[config.mk]
export PLATFORM = sky130hd
export DESIGN_NAME = seg_scan_ctrl
export DESIGN_NICKNAME = d
export VERILOG_FILES = /design/src/rtl/seg_pkg.sv /design/src/rtl/seg7_hex_decoder.sv /design/src/rtl/seg_scan_ctrl.sv
export SDC_FILE = /design/constraint.sdc
export NUM_CORES = 1
export LEC_CHECK = 0
export ABC_AREA = 1
export BUFFER_PORTS_ARGS = -buffer_cell sky130_fd_sc_hd__buf_4
export CAP_MARGIN = 30
export CORE_MARGIN = 3
export CORE_UTILIZATION = 54
export CTS_BUF_LIST = sky130_fd_sc_hd__clkbuf_4 sky130_fd_sc_hd__clkbuf_8
export CTS_CLUSTER_SIZE = 40
export DETAILED_ROUTE_END_ITERATION = 12
export GPL_ROUTABILITY_DRIVEN = 0
export PLACE_DENSITY = 0.79
export SYNTH_ARGS = -nofsm -noshare
export SYNTH_HDL_FRONTEND = slang
export SYNTH_SLANG_ARGS = --single-unit
[constraint.sdc]
create_clock -name clk -period 1.75 [get_ports clk]
set_clock_uncertainty 0.15 [all_clocks]
set_input_delay 0.175 -clock clk [delete_from_list [all_inputs] [get_ports clk]]
set_output_delay 0.175 -clock clk [all_outputs]
set_load 0.01 [all_outputs]
[src/rtl/seg_pkg.sv]
// Shared encodings for the seven-segment scan controller: scan states,
// the blank pattern and the active-low hex glyph table.
package seg_pkg;

    typedef enum logic {
        GAP   = 1'b0,
        DRIVE = 1'b1
    } scan_state_t;

    localparam logic [6:0] SEG_BLANK = 7'h7F;

    // Active-low {g,f,e,d,c,b,a}; entry n is the glyph for hex digit n.
    localparam logic [15:0][6:0] SEG_TABLE = {
        7'h0E, 7'h06, 7'h21, 7'h46, 7'h03, 7'h08, 7'h10, 7'h00,
        7'h78, 7'h02, 7'h12, 7'h19, 7'h30, 7'h24, 7'h79, 7'h40
    };

endpackage

[src/rtl/seg7_hex_decoder.sv]
// Combinational hex nibble to active-low seven-segment pattern.
module seg7_hex_decoder
    import seg_pkg::*;
(
    input  logic [3:0] nibble_i,
    output logic [6:0] seg_o
);

    assign seg_o = SEG_TABLE[nibble_i];

endmodule

[src/rtl/seg_scan_ctrl.sv]
// Four-digit common-anode display scanner with one blanking cycle per digit,
// per-frame input snapshot, per-digit blanking and leading-zero suppression.
//
// state | meaning
// GAP   | one cycle, all anodes off while the digit selector settles
// DRIVE | remaining slot cycles, anode of digit sel_q on
module seg_scan_ctrl
    import seg_pkg::*;
#(
    parameter int unsigned REFRESH_DIV = 100000
) (
    input  logic       clk,
    input  logic       rst,
    input  logic [3:0] d0,
    input  logic [3:0] d1,
    input  logic [3:0] d2,
    input  logic [3:0] d3,
    input  logic [3:0] dp_in,
    input  logic [3:0] blank_mask,
    input  logic       lz_en,
    output logic [1:0] sel,
    output logic [3:0] an,
    output logic [6:0] seg,
    output logic       dp,
    output logic       frame_tick
);

    localparam int unsigned CW = $clog2(REFRESH_DIV);
    localparam logic [CW-1:0] CNT_MAX = CW'(REFRESH_DIV - 1);

    logic [CW-1:0]   cnt_q, cnt_d;
    logic [1:0]      sel_q, sel_d;
    scan_state_t     state_q, state_d;
    logic [3:0][3:0] snap_nib_q, snap_nib_d;
    logic [3:0]      snap_dp_q, snap_dp_d;
    logic [3:0]      snap_blank_q, snap_blank_d;
    logic            snap_lz_q, snap_lz_d;
    logic [3:0]      an_q, an_d;
    logic [6:0]      seg_q, seg_d;
    logic            dp_q, dp_d;
    logic            tick_q, tick_d;

    logic            terminal;
    logic            upper_zero;
    logic            digit_dark;
    logic [6:0]      dec_seg;

    seg7_hex_decoder u_dec (
        .nibble_i (snap_nib_q[sel_q]),
        .seg_o    (dec_seg)
    );

    assign terminal = (cnt_q == CNT_MAX);

    // A digit is a leading zero when it and every digit to its left are zero.
    always_comb begin
        upper_zero = 1'b1;
        for (int k = 0; k < 4; k++) begin
            if (k >= int'(sel_q) && snap_nib_q[k] != 4'h0) begin
                upper_zero = 1'b0;
            end
        end
        digit_dark = snap_blank_q[sel_q] || (snap_lz_q && (sel_q != 2'd0) && upper_zero);
    end

    always_comb begin
        cnt_d        = cnt_q + 1'b1;
        sel_d        = sel_q;
        snap_nib_d   = snap_nib_q;
        snap_dp_d    = snap_dp_q;
        snap_blank_d = snap_blank_q;
        snap_lz_d    = snap_lz_q;
        an_d         = 4'hF;
        seg_d        = SEG_BLANK;
        dp_d         = 1'b1;
        tick_d       = 1'b0;
        state_d      = state_q;

        case (state_q)
            GAP:   state_d = DRIVE;
            DRIVE: if (terminal) state_d = GAP;
        endcase

        // Also covers leaving reset, which parks in GAP at terminal count.
        if (terminal) begin
            state_d = GAP;
            cnt_d   = '0;
            sel_d   = sel_q + 2'd1;
            if (sel_d == 2'd0) begin
                snap_nib_d   = {d3, d2, d1, d0};
                snap_dp_d    = dp_in;
                snap_blank_d = blank_mask;
                snap_lz_d    = lz_en;
                tick_d       = 1'b1;
            end
        end

        if (state_d == DRIVE) begin
            an_d = ~(4'b0001 << sel_q);
            if (!digit_dark) begin
                seg_d = dec_seg;
                dp_d  = ~snap_dp_q[sel_q];
            end
        end
    end

    always_ff @(posedge clk) begin
        if (rst) begin
            cnt_q        <= CNT_MAX;
            sel_q        <= 2'd3;
            state_q      <= GAP;
            snap_nib_q   <= '0;
            snap_dp_q    <= '0;
            snap_blank_q <= '0;
            snap_lz_q    <= 1'b0;
            an_q         <= 4'hF;
            seg_q        <= SEG_BLANK;
            dp_q         <= 1'b1;
            tick_q       <= 1'b0;
        end else begin
            cnt_q        <= cnt_d;
            sel_q        <= sel_d;
            state_q      <= state_d;
            snap_nib_q   <= snap_nib_d;
            snap_dp_q    <= snap_dp_d;
            snap_blank_q <= snap_blank_d;
            snap_lz_q    <= snap_lz_d;
            an_q         <= an_d;
            seg_q        <= seg_d;
            dp_q         <= dp_d;
            tick_q       <= tick_d;
        end
    end

    assign sel        = sel_q;
    assign an         = an_q;
    assign seg        = seg_q;
    assign dp         = dp_q;
    assign frame_tick = tick_q;

endmodule

### After elaboration in Yosys (flattened, before gate mapping)

Memories as Yosys holds them, arrays and structs flattened. A register that Yosys moved wholly into a read port is not among the register bits.
Index checks and enable logic that the tools add are counted.

| cells by class | value |
|---|---|
| $add $sub $neg | 2 |
| multipliers | 0 |
| divide/modulo/power cells | 0 |
| $lt $le $gt $ge | 4 |
| equal/unequal tests | 1 |
| shifts and indexed selects | 1 |
| mux-type cells | 12 |
| bitwise logic cells | 3 |
| reduce and logical (&&, ||, !) cells | 16 |

Operators by type and width:

| operator | number |
|---|---|
| $add 17x1->17 const B | 1 |
| $eq 17x17->1 const B | 1 |
| $mux 17 | 1 |
| $reduce_bool 4->1 | 4 |
| $bmux 4 s2 | 1 |
| $mux 1 | 7 |
| $logic_and 1x1->1 | 5 |
| $bmux 1 s2 | 2 |
| $ge 1x2->1 const A | 2 |
| $mux 4 | 1 |
| $not 4->4 | 1 |
| $reduce_or 2->1 | 2 |
| $shl 1x2->4 const A | 1 |
| $lt 2x3->1 const B | 1 |
| $reduce_or 3->1 | 1 |
| $add 2x1->2 const B | 1 |
| $ge 2x2->1 const A | 1 |
| $logic_not 2->1 | 1 |
| $not 1->1 | 2 |
| $reduce_and 2->1 | 1 |
| $reduce_bool 2->1 | 1 |
| $logic_or 1x1->1 | 1 |

| word-level totals | value |
|---|---|
| flip-flop bits (word level) | 50 |
| latch bits | 0 |
| memory bits (writable) | 0 |
| bits in read-only memories | 112 |
| input port bits | 27 |
| output and inout port bits | 15 |
| logic and storage cells | 53 |
| memories | 1 |

Memory list:

| memory | depth | bits a word | read ports | clocked after Yosys merged registers in | write ports | RTL line | RTL |
|---|---|---|---|---|---|---|---|
| (name not given) | 16 | 7 | 1 | 1 | 0 | seg7_hex_decoder.sv:9 | `assign seg_o = SEG_TABLE[nibble_i];` |

### Depth between registers and ports, before layout

Gate-level depths: netlist (run 1).

| logic depth | value |
|---|---|
| word-level depth | 9 |
| depth in mapped cells | 11 |
| gate-level depth less buffers | 10 |

### By module

A second synthesis (run 1) with hierarchy kept.

| second synthesis, totals | value |
|---|---|
| cell total of the unflattened synthesis | 500 |
| area total of the unflattened synthesis | 3213.1 µm² |

By module, submodules not included:

| module | times used | cells each | area an instance (µm²) | sequential area each (µm²) |
|---|---|---|---|---|
| seg_scan_ctrl | 1 | 451 | 2939.1 | 1141.1 |
| seg7_hex_decoder | 1 | 49 | 274.0 | 0.0 |

### Least setup slack after synthesis (run 1)

OpenSTA, ideal clock, no wires.

| timing | value |
|---|---|
| path kind | reg-to-reg |
| start | reg sel_q[0] (netlist: sel[0]) |
| end | reg seg_q[3] (netlist: seg[3]) |
| setup time | 0.127 ns |
| arrival time | 1.569 ns |
| required time | 1.473 ns |
| setup slack | -0.095 ns |
| stages on the path, launching flop included | 11 |
| buffers on the path | 2 |
| period minus slack after synthesis | 1.845 ns |
| path through | dfxtp_1 > buf_2 > buf_2 > nand2_1 > nand3_1 > nand2_1 > ha_1 > inv_1 > nand2_1 > nand3_1 > nand3_1 |

| on the way | value |
|---|---|
| cells in the longest elaborated chain, start to end | 9 |
| elaborated cells between the ends (all ways) | 19 |
| those cells by class | order compare: 3; mux: 8; reduce/logical: 8 |

RTL lines:

| element | RTL line | RTL |
|---|---|---|
| start, declared | seg_scan_ctrl.sv:32 | `logic [1:0] sel_q, sel_d;` |
| start signal, assigned | seg_scan_ctrl.sv:122 | `sel_q <= sel_d;` |
| $ge 1x2->1 | seg_scan_ctrl.sv:59 | `if (k >= int'(sel_q) && snap_nib_q[k] != 4'h0) begin` |
| $logic_and 1x1->1 | seg_scan_ctrl.sv:59 |  |
| $mux 1 (4 in a row) | seg_scan_ctrl.sv:59 |  |
| $logic_and 1x1->1 | seg_scan_ctrl.sv:63 | `digit_dark = snap_blank_q[sel_q] \|\| (snap_lz_q && (sel_q != 2'd0) && upper_zero);` |
| $logic_or 1x1->1 | seg_scan_ctrl.sv:63 |  |
| $reduce_or 3->1 (no source line) | -- |  |
| end, declared | seg_scan_ctrl.sv:39 | `logic [6:0] seg_q, seg_d;` |

Several ways; a longest one is shown, not always the timed one. The select of a mux whose other input is x is not followed.
A chain may end at the register's enable or synchronous reset.

### Worst setup path in the final report (run 1)

| timing | value |
|---|---|
| start | reg sel_q[0] (netlist: sel[0]) |
| end | reg seg_q[0] (netlist: seg[0]) |

The elaborated chain is that of the path after synthesis.

==> results.md, run 1 <==
* Depth of the worst register-to-register path at 11
* Pwr Density at 1700 nW/um^2
* Cell count after synthesis at 477
* GRT Util Overall at 0.245
* # Max-Cap Violations at 0
* WHS at 0.345 ns
* Synth warn at 0
* Worst Hold Class: reg -> reg
* Chip Width at 80.7 um
* Worst setup margin at -0.106 ns
* Startpoint types: flip-flop
* CTS sink count at 57
* Largest net degree at the start of global routing at 52
* Syn Area/Cell at 6.31 sq um
* LEAKAGE at 2.10 nW
* Row cnt at 26
* CP endpoint kind: flip-flop
* Routed WL at 8.30 mm
* I/O pin count at 42
* Syn nets at 516
* Slew Viols, Final at 0
* Vias post-DR at 3,252
* Hold worst-path end: cnt_q[0]
* Reg-to-Reg Start: sel[0]
* Detailed Routing Iterations Pass 1 at 5
* Area occupied by multi-input gates at 1660 sq um
* H-Tree Level Count at 3
* Rel. slew slack at 0.779
* Reg clk slew, reported paths at 0.06 ns
* Mapped cell area at 3010 sq um
* Nets@finish at 598
* Clock Latency Late Sink at 0.34 ns
* Area share of fa/ha/maj cells after synthesis at 0.0499
* Outcome: complete, but fails checks
* FILL cells at 373
* Initial core utilization at 0.575
* 1st-iter DRT viols at 248
* Gr ovfl total at 0
* Core Area at 5240 sq um
* Power after layout at 6.96 mW
* Final ANT Viol Nets at 0
* Vias per inst at 5.13
* Worst hold start: cnt_q[0]
* Final Setup Violations at 8
* Diodes inserted at 0
* Worst setup path category: reg -> reg
* Crit path time final at 1.86 ns
* Mux contribution to synthesized area at 0
* CP Max Fanout at 8
* Die Height at 80.7 um
* Routed wire per std cell at 13.1 um
* Largest family of logic cells by synthesized area: simple AND/OR/NAND/NOR gates
* Synth cell types at 23
* Arrival time at the worst endpoint at 1.98 ns
* Final HPWL DP at 4.84 mm
* Simple-gate area share of the yosys netlist at 0.426
* Placed Cells at 583
* Initial antenna violation count at 0
* Worst-Margin Slew at 0.330 ns
* CTS Buf Count at 9
* Fmax at 539 MHz
* Hold-critical path depth at 1
* Fin crit share at 1.06
* FF+latch count, synth at 57
* Clock tree buffer depth at 2
* Worst EP required at 1.88 ns
* Register Area at 1150 sq um
* Die Area at 6510 sq um
* R2r setup slk at -0.11 ns
* Final core occ at 0.780
* Area grow syn2layout at 35.6%
* Post-Synth XOR/XNOR Area at 0.00582
* Finished Layout Cells at 634
* RSZ-0062 raised after global routing: true
* Layout cell share with drive strength beyond 1 at 0.191
* Failing checks: setup timing
* Number of port buffers at 41
* Peak VDD IR at 0.888 mV
* Global-route wire length before repair at 12.4 mm
* # DRC at 0
* End of the worst register-to-register path: seg[0]
* Sequential share of the synthesized area at 0.379
* CTS root buf: clkbuf_8
* CTS tree: built
* Synth Area in Compound Gates at 0.0424
* Vias in the first global route at 2,797
* Final Hold Viols at 0
==> flip-flops by register name, summed over array words and instances (netlist names) <==
register / cells
an: 4
cnt_q: 17
dp: 1
frame_tick: 1
seg: 7
sel: 2
snap_blank_q: 4
snap_dp_q: 4
snap_lz_q: 1
snap_nib_q: 16
==> what timing repair did <==
action	in CTS	in global routing
pin swaps	1	14
setup buffers	1	5
resized for setup	0	32
setup endpoints to repair	5	46
gates cloned	0	3
endpoints found under the hold margin	27	0
hold buffers	26	0
==> routing by layer <==
metal | up-vias | GRT usage | wire [um]
li1 | 1616 | - | -
met1 | 1484 | 0.309 | 3400
met2 | 134 | 0.398 | 4100
met3 | 18 | 0.0684 | 633
met4 | 0 | 0.0912 | 158
met5 | - | 0 | 0
==> worst max path at each step <==
stage / start / endpoint / slack [ns]
2_1_floorplan: sel[0] / seg[3] / 0.03
3_3_place_gp: cnt_q[0] / seg[3] / 0.08
3_5_place_dp: cnt_q[0] / seg[2] / 0.02
4_1_cts: cnt_q[0] / seg[0] / 0.01
5_1_grt: sel[0] / seg[0] / -0.16
6_report: sel[0] / seg[0] / -0.11
==> cell usage in the layout, fill, tap and decap left out, types with 2 or more instances in the layout <==
master / instances
nand2_2: 7
nor2_2: 2
nor2_1: 83
o21ai_0: 13
nand4_1: 4
clkbuf_8: 10
dfxtp_1: 54
a21oi_1: 8
clkbuf_16: 3
buf_6: 3
nand3_1: 32
dlygate4sd3_1: 26
ha_4: 2
xor2_1: 2
nand3_2: 5
ha_2: 2
inv_1: 50
nor3_1: 2
clkbuf_4: 3
nand2_4: 2
inv_2: 6
nor2_4: 3
ha_1: 8
o211ai_1: 2
buf_4: 51
clkinv_2: 2
dfxtp_4: 2
nand2_1: 170
==> logic make-up after synthesis <==
family                     count (synthesis)
buffers and inverters                     70
xor gates and xnor gates                   2
AOI/OAI and AO/OA                         24
adders and majority gates                 12
DFF                                       57
and+or+nand+nor                          312
==> power by group <==
group	internal (mW)	total (mW)	leakage [nW]	switching, mW
registers	1.77	2.08	0.467	0.310
clock network	0.740	1.26	0.108	0.522
logic	1.44	3.61	1.53	2.17
==> worst max-delay path, cell delays in order (launching register included) <==
cell and delay [ns]:
dfxtp_4 0.37, clkinvlp_4 0.14, buf_6 0.16, buf_6 0.11, ha_4 0.15, nor2_2 0.09
nand2_1 0.07, nor2_1 0.17, nand3_1 0.13, nand2_2 0.10, nor2_4 0.07, nand3_2 0.07
==> synthesized netlist by cell type, drive strengths merged <==
cell type  count  area [sq um]
xor2           2          17.5
nor3           2          10.0
inv           57           214
nand4          4          25.0
clkbuf         4          15.0
o21ai         13          65.1
nand3b         1          7.51
o211ai         2          15.0
nor2          88           355
nand2        179           682
dfxtp         57          1140
nand3         38           203
ha            12           150
o21bai         1          7.51
buf            9          63.8
a21oi          8          40.0
==> through the flow <==
stage | setup slack [ns] | cell area [sq um] | setup TNS [ns]
floorplan | 0.0263 | 3020 | 0
global placement | 0.0815 | 3400 | 0
detailed placement | 0.0195 | 3400 | 0
CTS | 0.0138 | 3870 | 0
global route | -0.162 | 4090 | -1.30
finish | -0.106 | 4090 | -0.743
==> area by class of cell <==
type | instances | area share
tap | 70 | 0.0214
timing repair buffer | 84 | 0.189
clock inverter | 3 | 0.00980
clock buffer | 13 | 0.0392
sequential | 57 | 0.281
inverter | 57 | 0.0533
multi-input combinational | 350 | 0.406
Power figures use the tool's default switching activity.
==> run 2: changes to the inputs <==
CORE_UTILIZATION = 52   (was 54)
PLACE_DENSITY = 0.76   (was 0.79)
==> run 2 against run 1 <==
  * The run now ends clean
  * Register-to-register slack better by 0.13 ns
  * Worst setup slack gained 0.13 ns
  * Die area rose by 3.6%
  * First-iteration DRC count down 21%
==> results.md, run 2 (same netlist as run 1, synthesis figures left out) <==
* CTS root buf: clkbuf_8
* Max incr delay on CP at 0.37 ns
* Commonest non-fill, non-tap cells in the layout: nand2_1 (168), nor2_1 (83), buf_4 (55), dfxtp_1 (53), inv_1 (51)
* Global-route wire length before repair at 11.9 mm
* R2r setup slk at 0.02 ns
* End of the worst register-to-register path: snap_nib_q[11]
* Slew Viols, Final at 0
* Fin area at 4110 sq um
* Layout cell share with drive strength beyond 1 at 0.197
* Number of port buffers at 41
* Die Area at 6740 sq um
* GRT Util Overall at 0.231
* Largest Register: cnt_q
* Initial antenna violation count at 0
* CP Launch Point: cnt_q[0]
* Gr ovfl total at 0
* Placed Cells at 586
* Vias per inst at 5.09
* Chip Width at 82.1 um
* CTS tree: built
* # DRC at 0
* Startpoint types: flip-flop
* CTS sink count at 57
* Peak VDD IR at 0.952 mV
* Final HPWL DP at 4.75 mm
* Fin crit share at 0.988
* Worst path cell trace: ha_4, nand2_2, inv_2, nand2_4, nor2_4, nand3_4, clkbuf_16, nand2_1, nand2_1, nor2_1
* Pwr Density at 1700 nW/um^2
* Max reg flops at 17
* Worst Path Buf+Inv at 2
* CP Max Fanout at 13
* Diodes inserted at 0
* Nets@finish at 602
* WHS at 0.369 ns
* Rel. slew slack at 0.799
* LEAKAGE at 2.12 nW
* Vias in the first global route at 2,713
* Vias post-DR at 3,258
* Outcome: finished clean
* Detailed Routing Iterations Pass 1 at 7
* Final ANT Viol Nets at 0
* Clock tree buffer depth at 2
* Worst Hold Class: reg -> reg
* CP endpoint: snap_nib_q[11]
* Routed wire per std cell at 12.7 um
* Die Height at 82.1 um
* Largest net degree at the start of global routing at 52
* Worst-Margin Slew at 0.300 ns
* CP endpoint kind: flip-flop
* Worst EP required at 1.87 ns
* Levels on crit path at 10
* Clock Latency Late Sink at 0.34 ns
* Final Hold Viols at 0
* Final setup TNS at 0 ns
* Fmax at 578 MHz
* Slowest cell on the critical path: dfxtp_4
* CTS Buf Count at 9
* I/O pin count at 42
* Worst setup path category: reg -> reg
* Final Setup Violations at 0
* Reg-to-Reg Start: cnt_q[0]
* Most common cell on crit path: nand2_1
* Core Area at 5540 sq um
* Crit path time final at 1.73 ns
* Reg clk slew, reported paths at 0.07 ns
* Routed WL at 8.11 mm
* Initial core utilization at 0.544
* H-Tree Level Count at 3
* Power after layout at 6.99 mW
* # Max-Cap Violations at 0
* Finished Layout Cells at 640
* Depth of the worst register-to-register path at 10
* Placement Cell Area at 3410 sq um
* Arrival time at the worst endpoint at 1.85 ns
* Cell family with most CP delay: simple AND/OR/NAND/NOR gates
* Area grow syn2layout at 36.6%
* Row cnt at 27
* 1st-iter DRT viols at 197
* Most common cell after layout, fill and taps aside: nand2_1
## run 2: cell types whose count changed in the layout (fill, tap and decap cells not counted), sizes merged
cell      change
clkinvlp      +1
buf           +3
## run 2: metal layers
layer | routed length [um] | GRT usage | share of wire | vias up
met5 | 0 | 0 | 0 | -
met4 | 169 | 0.0648 | 0.021 | 0
met3 | 561 | 0.0813 | 0.069 | 18
met2 | 4040 | 0.371 | 0.50 | 141
met1 | 3340 | 0.294 | 0.41 | 1471
li1 | - | - | - | 1628
## run 2: timing repair
action                                  in CTS  in global routing
gates resized for setup                      0                 32
endpoints found under the hold margin       34                  0
buffers inserted                             0                  7
endpoints found under the setup margin       6                 45
pin swaps                                    1                  5
cloned                                       0                  5
hold buffers                                26                  0
## run 2: cell type report
type / instances / area (sq um)
Multi-Input combinational cell: 350 / 1650
Fill cell: 446 / 1430
Sequential cell: 57 / 1150
Timing Repair Buffer: 87 / 800
Inverter: 57 / 218
Clock buffer: 13 / 160
Tap cell: 72 / 90.1
Clock inverter: 3 / 40.0
Timing Repair inverter: 1 / 7.51
## run 2: worst min-delay path by stage
stage                       startpoint           end  slack (ns)  cells after the start
final                        snap_lz_q     snap_lz_q        0.37                      4
after detailed placement           rst    frame_tick        0.22                      2
after global placement             rst    frame_tick        0.22                      2
after global routing      snap_dp_q[0]  snap_dp_q[0]        0.41                      4
after CTS                    snap_lz_q     snap_lz_q        0.36                      4
after floorplan                    rst    frame_tick         0.1                      1
## run 2: stage by stage
step                      setup WS, ns   util
after floorplan                 0.0263      -
after global placement          0.0299  0.616
after detailed placement      -0.00930  0.616
after CTS                     -0.00415  0.699
after global routing           -0.0755  0.742
final                           0.0205  0.742
## run 2: worst register-to-register path, delay by kind of cell (launching register included)
family / cells / cell delay [ns]
buffers and inverters: 2 / 0.32
adders and majority gates: 1 / 0.14
DFF: 1 / 0.37
and+or+nand+nor: 7 / 0.69
## run 2: where the power goes
part	total [mW]	switching [mW]	internal, mW
logic	3.64	2.16	1.48
clock network	1.26	0.517	0.739
registers	2.09	0.315	1.77
